<file path="config.mk">
export PLATFORM = sky130hd
export DESIGN_NAME = elevator_scheduler
export DESIGN_NICKNAME = d
export VERILOG_FILES = /design/src/rtl/elevator_scheduler.sv
export SDC_FILE = /design/constraint.sdc
export NUM_CORES = 1
export LEC_CHECK = 0
export ABC_AREA = 1
export CAP_MARGIN = 10
export CORE_ASPECT_RATIO = 1.5
export CORE_MARGIN = 2
export CORE_UTILIZATION = 38
export CTS_CLUSTER_DIAMETER = 50
export DETAILED_ROUTE_END_ITERATION = 8
export HOLD_SLACK_MARGIN = 0.12
export PLACE_DENSITY_LB_ADDON = 0.08
export SLEW_MARGIN = 20
export SYNTH_ARGS = -nofsm -noshare
export SYNTH_HDL_FRONTEND = slang
export SYNTH_SLANG_ARGS = --single-unit
</file>
<file path="constraint.sdc">
create_clock -name clk -period 5.1 [get_ports clk]
set_clock_uncertainty 0.05 [all_clocks]
set_input_delay 1.275 -clock clk [delete_from_list [all_inputs] [get_ports clk]]
set_output_delay 1.275 -clock clk [all_outputs]
set_load 0.01 [all_outputs]
</file>
<file path="src/rtl/elevator_scheduler.sv">
// rtl/elevator_scheduler.sv - single-car SCAN elevator scheduler
//
// Latches floor calls into a pending bitmap, keeps travelling in the current
// direction while requests remain ahead, and advances the car on tick pulses.
//
// Ports:
//   clk            system clock
//   rst            synchronous reset, active-high
//   tick           one-cycle timing enable for the move/door timers
//   call_req       level call buttons, bit i = floor i
//   destination    registered pending-request bitmap
//   sim_state      00 IDLE, 01 MOVE_UP, 10 MOVE_DOWN, 11 DOOR_OPEN
//   current_floor  car position, 0 = ground
module elevator_scheduler #(
    parameter int NUM_FLOORS = 8,
    parameter int MOVE_TICKS = 4,
    parameter int DOOR_TICKS = 8,
    parameter int FLOOR_W    = $clog2(NUM_FLOORS)
) (
    input  logic                  clk,
    input  logic                  rst,
    input  logic                  tick,
    input  logic [NUM_FLOORS-1:0] call_req,
    output logic [NUM_FLOORS-1:0] destination,
    output logic [1:0]            sim_state,
    output logic [FLOOR_W-1:0]    current_floor
);

    typedef enum logic [1:0] {
        IDLE      = 2'b00,
        MOVE_UP   = 2'b01,
        MOVE_DOWN = 2'b10,
        DOOR_OPEN = 2'b11
    } state_t;

    // The timer only ever reaches max(MOVE_TICKS, DOOR_TICKS) - 1.
    localparam int TMAX    = (MOVE_TICKS > DOOR_TICKS) ? MOVE_TICKS : DOOR_TICKS;
    localparam int TIMER_W = (TMAX > 1) ? $clog2(TMAX) : 1;
    localparam logic [TIMER_W-1:0] MOVE_LAST = TIMER_W'(MOVE_TICKS - 1);
    localparam logic [TIMER_W-1:0] DOOR_LAST = TIMER_W'(DOOR_TICKS - 1);

    state_t                  state;
    logic                    dir_up;
    logic [TIMER_W-1:0]      timer;
    logic                    above;
    logic                    below;
    logic                    here_req;
    logic [NUM_FLOORS-1:0]   clr;
    logic [FLOOR_W-1:0]      up_floor;
    logic [FLOOR_W-1:0]      down_floor;

    assign sim_state  = state;
    assign here_req   = destination[current_floor];
    assign up_floor   = current_floor + FLOOR_W'(1);
    assign down_floor = current_floor - FLOOR_W'(1);

    // While the door is open the request at this floor is being served, so it
    // is cleared every cycle; a call arriving at the open floor is absorbed.
    assign clr = (state == DOOR_OPEN) ? (NUM_FLOORS'(1) << current_floor) : '0;

    always_comb begin
        above = 1'b0;
        below = 1'b0;
        for (int i = 0; i < NUM_FLOORS; i++) begin
            if (destination[i] && (i > int'(current_floor))) above = 1'b1;
            if (destination[i] && (i < int'(current_floor))) below = 1'b1;
        end
    end

    always_ff @(posedge clk) begin
        if (rst) begin
            state         <= IDLE;
            current_floor <= '0;
            destination   <= '0;
            timer         <= '0;
            dir_up        <= 1'b1;
        end else begin
            destination <= (destination | call_req) & ~clr;
            case (state)
                IDLE: begin
                    // IDLE decisions do not wait for tick.
                    timer <= '0;
                    if (here_req) begin
                        state <= DOOR_OPEN;
                    end else if (above) begin
                        state  <= MOVE_UP;
                        dir_up <= 1'b1;
                    end else if (below) begin
                        state  <= MOVE_DOWN;
                        dir_up <= 1'b0;
                    end
                end
                MOVE_UP: begin
                    if (tick) begin
                        if (timer == MOVE_LAST) begin
                            current_floor <= up_floor;
                            timer         <= '0;
                            if (destination[up_floor]) state <= DOOR_OPEN;
                        end else begin
                            timer <= timer + TIMER_W'(1);
                        end
                    end
                end
                MOVE_DOWN: begin
                    if (tick) begin
                        if (timer == MOVE_LAST) begin
                            current_floor <= down_floor;
                            timer         <= '0;
                            if (destination[down_floor]) state <= DOOR_OPEN;
                        end else begin
                            timer <= timer + TIMER_W'(1);
                        end
                    end
                end
                DOOR_OPEN: begin
                    if (tick) begin
                        if (timer == DOOR_LAST) begin
                            timer <= '0;
                            // Keep the previous direction if work remains there,
                            // otherwise reverse, otherwise rest.
                            if (dir_up && above) begin
                                state <= MOVE_UP;
                            end else if (!dir_up && below) begin
                                state <= MOVE_DOWN;
                            end else if (dir_up && below) begin
                                state  <= MOVE_DOWN;
                                dir_up <= 1'b0;
                            end else if (!dir_up && above) begin
                                state  <= MOVE_UP;
                                dir_up <= 1'b1;
                            end else begin
                                state <= IDLE;
                            end
                        end else begin
                            timer <= timer + TIMER_W'(1);
                        end
                    end
                end
                default: state <= IDLE;
            endcase
        end
    end

endmodule

</file>
==> flow_metrics.env, run 1 <==
export IMPL_status="finished, final reports clean"
export IMPL_tightest_slew_ns=0.615
export IMPL_utilization=0.475
export IMPL_cpMaxStageDelayCell="dfxtp_1"
export IMPL_antenna_left=0
export IMPL_finalSetupViolCount=0
export IMPL_final_hold_violation_count=0
export IMPL_grt_total_usage=0.203
export IMPL_use_met3=0.0169
export IMPL_synth_seq_area_share=0.234
export IMPL_path_cells="clkdlybuf4s50_1"
export IMPL_path_class="flop to primary output"
export IMPL_grt_start_max_net_pins=18
export IMPL_fin_setup_tns_ns=0
export IMPL_drc=0
export IMPL_hold_class="flop to flop"
export IMPL_cts_root_buf="clkbuf_8"
export IMPL_cts_resized=0
export IMPL_diodes=0
export IMPL_rows=27
export IMPL_relSlewSlack=0.590
export IMPL_synth_cell_types=25
export IMPL_crit_family="flip-flops"
export IMPL_fp_dieW_um=54.5
export IMPL_ys_warn_count=0
export IMPL_viasPerCell=5.18
export IMPL_htree_levels=1
export IMPL_power_density_nw_per_um2=323
export IMPL_cp_max_fo=17
export IMPL_hold_start="timer[0]"
export IMPL_path_clk_slew_ns=0.08
export IMPL_overflow=0
export IMPL_core_um2=3680
export IMPL_fmax_mhz=338
export IMPL_hold_buffers=0
export IMPL_gp_congestion=0.833
export IMPL_clock_sinks=17
export IMPL_syn_area_per_cell_um2=6.50
export IMPL_die_area_um2=4350
export IMPL_reg2reg_from="current_floor[0]"
export IMPL_ys_ff_latch=17
export IMPL_rsz0062_at_grt="no"
export IMPL_maxSlewViolCount=0
export IMPL_met1_usage=0.219
export IMPL_vias=1501
export IMPL_final_nets=275
export IMPL_dp_slack_ns=2.41
export IMPL_met2_usage=0.367
export IMPL_dieHeight_um=79.8
export IMPL_syn_area_um2=1460
export IMPL_post_route_period_util=0.580
export IMPL_initial_core_util=0.396
export IMPL_end_kind="primary output"
export IMPL_cts_tree="done"
export IMPL_leakagePower_nw=0.831
export IMPL_antenna_found_initial=0
export IMPL_worstSetupStartpointType="flop"
export IMPL_drive_above_1_share=0.0769
export IMPL_min_period_ns=2.96
export IMPL_cts_buffers=3
export IMPL_grt_pass1_vias=1434
export IMPL_post_cts_buffers=0
export IMPL_final_cells=290
export IMPL_slowest_delay_ns=0.72
export IMPL_wl_per_cell_um=13.6
export IMPL_place_inst=286
export IMPL_setup_slack_ns=2.14
export IMPL_hpwl_mm=2.98
export IMPL_peakVddDrop_mv=0.183
export IMPL_drt_iter0_drc=26
export IMPL_cp_arrival_ns=1.63
export IMPL_grt_most_used_layer="met2"
export IMPL_clockBufferDepth=2
export IMPL_synthCells=224
export IMPL_crit_buf_inv=1
export IMPL_cap_violations=0
export IMPL_drt_total_wl_mm=3.96
export IMPL_clkLatencyLatePin_ns=0.26
export IMPL_cp_startpoint="current_floor[0]"
export IMPL_synthesis_nets=251
export IMPL_timing_hold_ws_ns=0.436
export IMPL_portBuffers=23
export IMPL_grt_pass1_wl_mm=6.38
export IMPL_io_pins=24
export IMPL_drt_pass1_iter_count=4
export IMPL_syn_to_final_growth_pct=20.1
export IMPL_worstPathRequired_ns=3.77
[per-stage QoR]
stage                     total power [mW]  area, um^2
after floorplan                      0.383        1460
after global placement               0.460        1700
after detailed placement             0.461        1700
after CTS                            0.571        1750
after global routing                 0.617        1750
final                                0.565        1750
[final cells by class]
class / count / area (um^2)
tap: 43 / 53.8
clock inverter: 1 / 5.00
inverter: 30 / 113
multi-input combinational: 173 / 966
sequential: 17 / 340
clock buffer: 3 / 41.3
timing repair buffer: 23 / 230
fill: 388 / 1930
[Yosys cell counts]
cell | count | area share
a211oi_1 | 2 | 0.010
a21oi_1 | 15 | 0.052
a221oi_1 | 1 | 0.0060
a31oi_1 | 6 | 0.026
and3_1 | 1 | 0.0043
buf_6 | 3 | 0.023
clkbuf_1 | 1 | 0.0026
dfxtp_1 | 17 | 0.23
ha_1 | 16 | 0.14
inv_1 | 28 | 0.072
inv_2 | 2 | 0.0052
nand2_1 | 57 | 0.15
nand2_2 | 8 | 0.034
nand3_1 | 23 | 0.079
nand3b_1 | 2 | 0.010
nand4_1 | 2 | 0.0086
nand4_4 | 1 | 0.015
nor2_1 | 17 | 0.044
nor2_2 | 3 | 0.013
o211ai_1 | 2 | 0.010
o21ai_0 | 11 | 0.038
o22ai_1 | 2 | 0.0086
or2_0 | 1 | 0.0043
or2_2 | 1 | 0.0043
xor2_1 | 2 | 0.012
[registers in the layout (all words and copies together), names as in the netlist]
name and count:
sim_state 2, destination 8, current_floor 3, dir_up 1, timer 3
[placed cells by master (no fill, tap or decap), drive strengths merged, types with 3 or more instances in the layout]
cell type and instances:
nand3 23, clkbuf 3, o21ai 11, nor2 20
nand2 65, a21oi 15, ha 16, inv 30
nand4 3, dfxtp 17, clkdlybuf4s50 23, a31oi 6
[metal layers]
layer / vias up / routed length (um)
li1: 776 / -
met1: 682 / 1710
met4: 0 / 126
met2: 35 / 2030
met3: 8 / 95
met5: - / 0
[worst paths after layout]
path / endpoint / slack [ns] / depth (start not counted)
worst max-delay path: current_floor[0] / 2.14 / 1
worst min-delay path: timer[0] / 0.44 / 1
worst max register to register: sim_state[0] / 2.69 / 10
worst min register to register: timer[0] / 0.44 / 1
[cells by family after synthesis]
logic type / share of synthesized area
AOI/OAI and AO/OA: 0.150
buffers and inverters: 0.103
xor gates and xnor gates: 0.0120
and+or+nand+nor: 0.363
DFF: 0.234
adders and majority gates: 0.137
[power by group]
part	leakage (nW)	internal (mW)	switching, mW	total [mW]
clock	0.0255	0.0544	0.0532	0.108
combinational	0.664	0.117	0.159	0.276
sequential	0.141	0.156	0.0251	0.181
total	0.831	0.328	0.237	0.565
Note: power is estimated with default switching activity, not from simulation.
==> inputs of run 2 (changes only) <==
clock period = 2.75 ns   (was 5.1 ns; I/O delays follow)
==> run 2 against run 1 <==
Compared with the run above:
- via count grew 0.13%
- non-clock buffer count is 3 higher
- first-iteration DRC count increased by 27%
- critical endpoint is now sim_state[0]
==> flow_metrics.env, run 2 (synthesis results as in run 1) <==
export IMPL_status="finished, final reports clean"
export IMPL_cpMaxStageDelayCell="dfxtp_1"
export IMPL_wl_per_cell_um=13.2
export IMPL_path_cells="inv_2 > ha_1 > inv_1 > nand3_1 > nand3_1 > and3_1 > nor2_2 > nand2_2 > a21oi_1 > nor2_1"
export IMPL_dieHeight_um=79.8
export IMPL_clkLatencyLatePin_ns=0.25
export IMPL_die_area_um2=4350
export IMPL_vias=1503
export IMPL_worstPathRequired_ns=2.85
export IMPL_largest_register_ffs=8
export IMPL_grt_total_usage=0.202
export IMPL_drt_iter0_drc=33
export IMPL_post_dp_cell_area_um2=1730
export IMPL_core_um2=3680
export IMPL_grt_pass1_wl_mm=6.53
export IMPL_worstSetupStartpointType="flop"
export IMPL_crit_family="flip-flops"
export IMPL_cts_root_buf="clkbuf_8"
export IMPL_htree_levels=1
export IMPL_viasPerCell=5.13
export IMPL_crit_buf_inv=2
export IMPL_cap_violations=0
export IMPL_cp_arrival_ns=2.33
export IMPL_leakagePower_nw=0.847
export IMPL_wl_met3_um=123
export IMPL_post_cts_buffers=0
export IMPL_maxSlewViolCount=0
export IMPL_finalSetupViolCount=0
export IMPL_hold_buffers=0
export IMPL_final_common_cell="nand2_1"
export IMPL_clock_sinks=17
export IMPL_slowest_delay_ns=0.58
export IMPL_path_class="flop to flop"
export IMPL_power_density_nw_per_um2=592
export IMPL_io_pins=24
export IMPL_top_register="destination"
export IMPL_top_regs="destination x8, current_floor x3, timer x3"
export IMPL_drive_above_1_share=0.0880
export IMPL_power_total_mw=1.05
export IMPL_min_period_ns=2.22
export IMPL_path_clk_slew_ns=0.07
export IMPL_crit_path_frequent_cell="nand3_1"
export IMPL_wl_met1_mm=1.65
export IMPL_overflow=0
export IMPL_drc=0
export IMPL_rsz0062_at_grt="no"
export IMPL_syn_to_final_growth_pct=21.6
export IMPL_antenna_found_initial=0
export IMPL_end_kind="flop"
export IMPL_wl_met2_mm=1.98
export IMPL_diodes=0
export IMPL_cp_max_fo=11
export IMPL_hpwl_mm=2.98
export IMPL_layout_common_cells="nand2_1, inv_1, nand3_1, clkdlybuf4s50_1"
export IMPL_relSlewSlack=0.710
export IMPL_fillCellCount=406
export IMPL_cts_buffers=3
export IMPL_final_hold_violation_count=0
export IMPL_post_route_period_util=0.809
export IMPL_clockBufferDepth=2
export IMPL_fmax_mhz=450
export IMPL_portBuffers=23
export IMPL_antenna_left=0
export IMPL_drt_pass1_iter_count=7
export IMPL_cts_resized=0
export IMPL_timing_hold_ws_ns=0.435
export IMPL_drt_total_wl_mm=3.88
export IMPL_final_nets=278
export IMPL_tightest_slew_ns=0.434
export IMPL_fin_setup_tns_ns=0
export IMPL_grt_pass1_vias=1473
export IMPL_grt_start_max_net_pins=14
export IMPL_hold_class="flop to flop"
export IMPL_final_cell_area_um2=1770
export IMPL_fp_dieW_um=54.5
export IMPL_peakVddDrop_mv=0.429
export IMPL_rows=27
export IMPL_cts_tree="done"
export IMPL_top_layer_used="met4"
export IMPL_gp_congestion=0.818
export IMPL_initial_core_util=0.396
-- run 2: cell count changes in the layout (fill, tap and decap cells not counted), sizes merged --
cell and change:
buf +3
-- run 2: per-stage QoR --
| stage | util | setup WS (ns) | instances |
|---|---|---|---|
| 2_1_floorplan | - | 0.866 | 224 |
| 3_3_place_gp | 0.469 | 0.538 | 289 |
| 3_5_place_dp | 0.469 | 0.543 | 289 |
| 4_1_cts | 0.481 | 0.533 | 293 |
| 5_1_grt | 0.481 | 0.328 | 293 |
| 6_report | 0.481 | 0.526 | 293 |
-- run 2: layout make-up --
type                    instances  area [um^2]  share of cell area
inverters                      30          113              0.0636
clock inverters                 1         5.00             0.00282
repair buffers                 26          253               0.143
clock buffers                   3         41.3              0.0233
well taps                      43         53.8              0.0304
flip-flops and latches         17          340               0.192
multi-input cells             173          966               0.545
-- run 2: power breakdown --
group	internal [mW]	leakage [nW]	total [mW]	switching (mW)
Combinational	0.219	0.681	0.515	0.296
Sequential	0.290	0.141	0.337	0.0469
Clock	0.101	0.0255	0.197	0.0966
-- run 2: metal layers --
metal / vias up / global-route usage
met3: 10 / 0.0337
li1: 783 / -
met4: 0 / 0.0950
met5: - / 0
met1: 680 / 0.224
met2: 30 / 0.355
-- run 2: worst paths after layout --
check	depth (start not counted)	slack (ns)	to	from
worst max register to register	10	0.53	sim_state[0]	current_floor[0]
worst min-delay path	1	0.44	timer[0]	timer[0]
worst min register to register	1	0.44	timer[0]	timer[0]
worst max-delay path	10	0.53	sim_state[0]	current_floor[0]
==> inputs of run 3 (changes only) <==
clock period = 2.3 ns   (was 2.75 ns; I/O delays follow)
==> run 3 against run 2 <==
Compared with the run above:
- count of clock-buffer cells in the layout unchanged
- power is 20% higher
- critical endpoint is now current_floor[2]
- worst hold slack worse by 0.0062 ns
- sequential share of layout area down 0.16 points
- setup slack lost 0.40 ns
- largest cell class unchanged
- clock power increased by 21%
- critical path depth fell by 9
- utilization rose by 0.41 points
- largest power group unchanged
==> flow_metrics.env, run 3 (synthesis results as in run 1) <==
export IMPL_end_kind="primary output"
export IMPL_final_cell_area_um2=1790
export IMPL_hpwl_mm=3.06
export IMPL_drc=0
export IMPL_grt_pass1_wl_mm=6.49
export IMPL_power_total_mw=1.26
export IMPL_crit_family="flip-flops"
export IMPL_hold_buffers=0
export IMPL_setup_slack_ns=0.125
export IMPL_cp_startpoint="current_floor[2]"
export IMPL_cp_endpoint="current_floor[2]"
export IMPL_tightest_slew_ns=0.516
export IMPL_fin_setup_tns_ns=0
export IMPL_cts_resized=0
export IMPL_crit_buf_inv=1
export IMPL_dieHeight_um=79.8
export IMPL_grt_start_max_net_pins=16
export IMPL_layout_common_cells="nand2_1, inv_1, nand3_1, clkdlybuf4s50_1"
export IMPL_clkLatencyLatePin_ns=0.26
export IMPL_antenna_found_initial=0
export IMPL_top_register="destination"
export IMPL_leakagePower_nw=0.854
export IMPL_relSlewSlack=0.656
export IMPL_drt_pass1_iter_count=5
export IMPL_viasPerCell=5.06
export IMPL_worstSetupStartpointType="flop"
export IMPL_syn_to_final_growth_pct=22.7
export IMPL_worstPathRequired_ns=1.67
export IMPL_grt_total_usage=0.203
export IMPL_cap_violations=0
export IMPL_rsz0062_at_grt="no"
export IMPL_largest_register_ffs=8
export IMPL_drt_total_wl_mm=3.94
export IMPL_drt_iter0_drc=30
export IMPL_grt_pass1_vias=1436
export IMPL_r2r_end="sim_state[0]"
export IMPL_status="finished, final reports clean"
export IMPL_peakVddDrop_mv=0.466
export IMPL_core_um2=3680
export IMPL_finalSetupViolCount=0
export IMPL_clockBufferDepth=2
export IMPL_top_regs="destination x8, current_floor x3, timer x3"
export IMPL_cp_max_fo=15
export IMPL_power_density_nw_per_um2=707
export IMPL_wl_per_cell_um=13.3
export IMPL_min_period_ns=2.17
export IMPL_cp_num_cells=1
export IMPL_path_clk_slew_ns=0.08
export IMPL_drive_above_1_share=0.0952
export IMPL_utilization=0.485
export IMPL_clock_sinks=17
export IMPL_path_cells="clkdlybuf4s50_1"
export IMPL_slowest_delay_ns=0.65
export IMPL_gp_congestion=0.883
export IMPL_cts_tree="done"
export IMPL_final_common_cell="nand2_1"
export IMPL_htree_levels=1
export IMPL_vias=1493
export IMPL_diodes=0
export IMPL_fp_dieW_um=54.5
export IMPL_io_pins=24
export IMPL_post_cts_buffers=0
export IMPL_final_nets=280
export IMPL_hold_class="flop to flop"
export IMPL_final_hold_violation_count=0
export IMPL_post_route_period_util=0.946
export IMPL_cpMaxStageDelayCell="dfxtp_1"
export IMPL_dp_slack_ns=0.315
export IMPL_antenna_left=0
export IMPL_reg2reg_from="current_floor[1]"
export IMPL_maxSlewViolCount=0
export IMPL_cp_arrival_ns=1.55
export IMPL_r2r_slack_ns=0.29
export IMPL_rr_worst_depth=10
export IMPL_path_class="flop to primary output"
export IMPL_portBuffers=23
export IMPL_cts_buffers=3
export IMPL_initial_core_util=0.396
export IMPL_die_area_um2=4350
export IMPL_post_dp_cell_area_um2=1740
export IMPL_cts_root_buf="clkbuf_8"
export IMPL_overflow=0
export IMPL_fmax_mhz=460
export IMPL_rows=27
[run 3: worst min path at each step]
stage	from	endpoint	slack, ns	depth (start not counted)
4_1_cts	timer[0]	timer[0]	0.43	1
6_report	timer[0]	timer[0]	0.43	1
5_1_grt	timer[0]	timer[0]	0.46	1
2_1_floorplan	timer[0]	timer[0]	0.39	1
3_3_place_gp	timer[0]	timer[0]	0.42	1
3_5_place_dp	timer[0]	timer[0]	0.42	1
[run 3: cell type report]
| cell class | count | area [um^2] |
|---|---|---|
| clock buffers | 3 | 41.3 |
| clock inverters | 1 | 5.00 |
| fillers | 384 | 1900 |
| inverters | 30 | 113 |
| multi-input cells | 173 | 966 |
| flip-flops and latches | 17 | 340 |
| well taps | 43 | 53.8 |
| repair buffers | 28 | 268 |
[run 3: metrics by stage]
step | instances | hold WS, ns
final | 295 | 0.429
after global routing | 295 | 0.456
after CTS | 295 | 0.429
after detailed placement | 291 | 0.417
after global placement | 291 | 0.424
after floorplan | 224 | 0.390
[run 3: routing by layer]
| metal | vias to the layer above | global-route usage | routed length [um] | part of all wire |
|---|---|---|---|---|
| met5 | - | 0 | 0 | 0 |
| met4 | 0 | 0.0725 | 121 | 0.031 |
| met3 | 11 | 0.0187 | 171 | 0.043 |
| met2 | 34 | 0.381 | 2030 | 0.52 |
| met1 | 659 | 0.221 | 1610 | 0.41 |
| li1 | 789 | - | - | - |
[run 3: power breakdown]
group / switching, mW / leakage (nW) / internal [mW] / total (mW)
registers: 0.0569 / 0.141 / 0.346 / 0.403
logic: 0.357 / 0.688 / 0.263 / 0.620
clock network: 0.119 / 0.0255 / 0.121 / 0.239
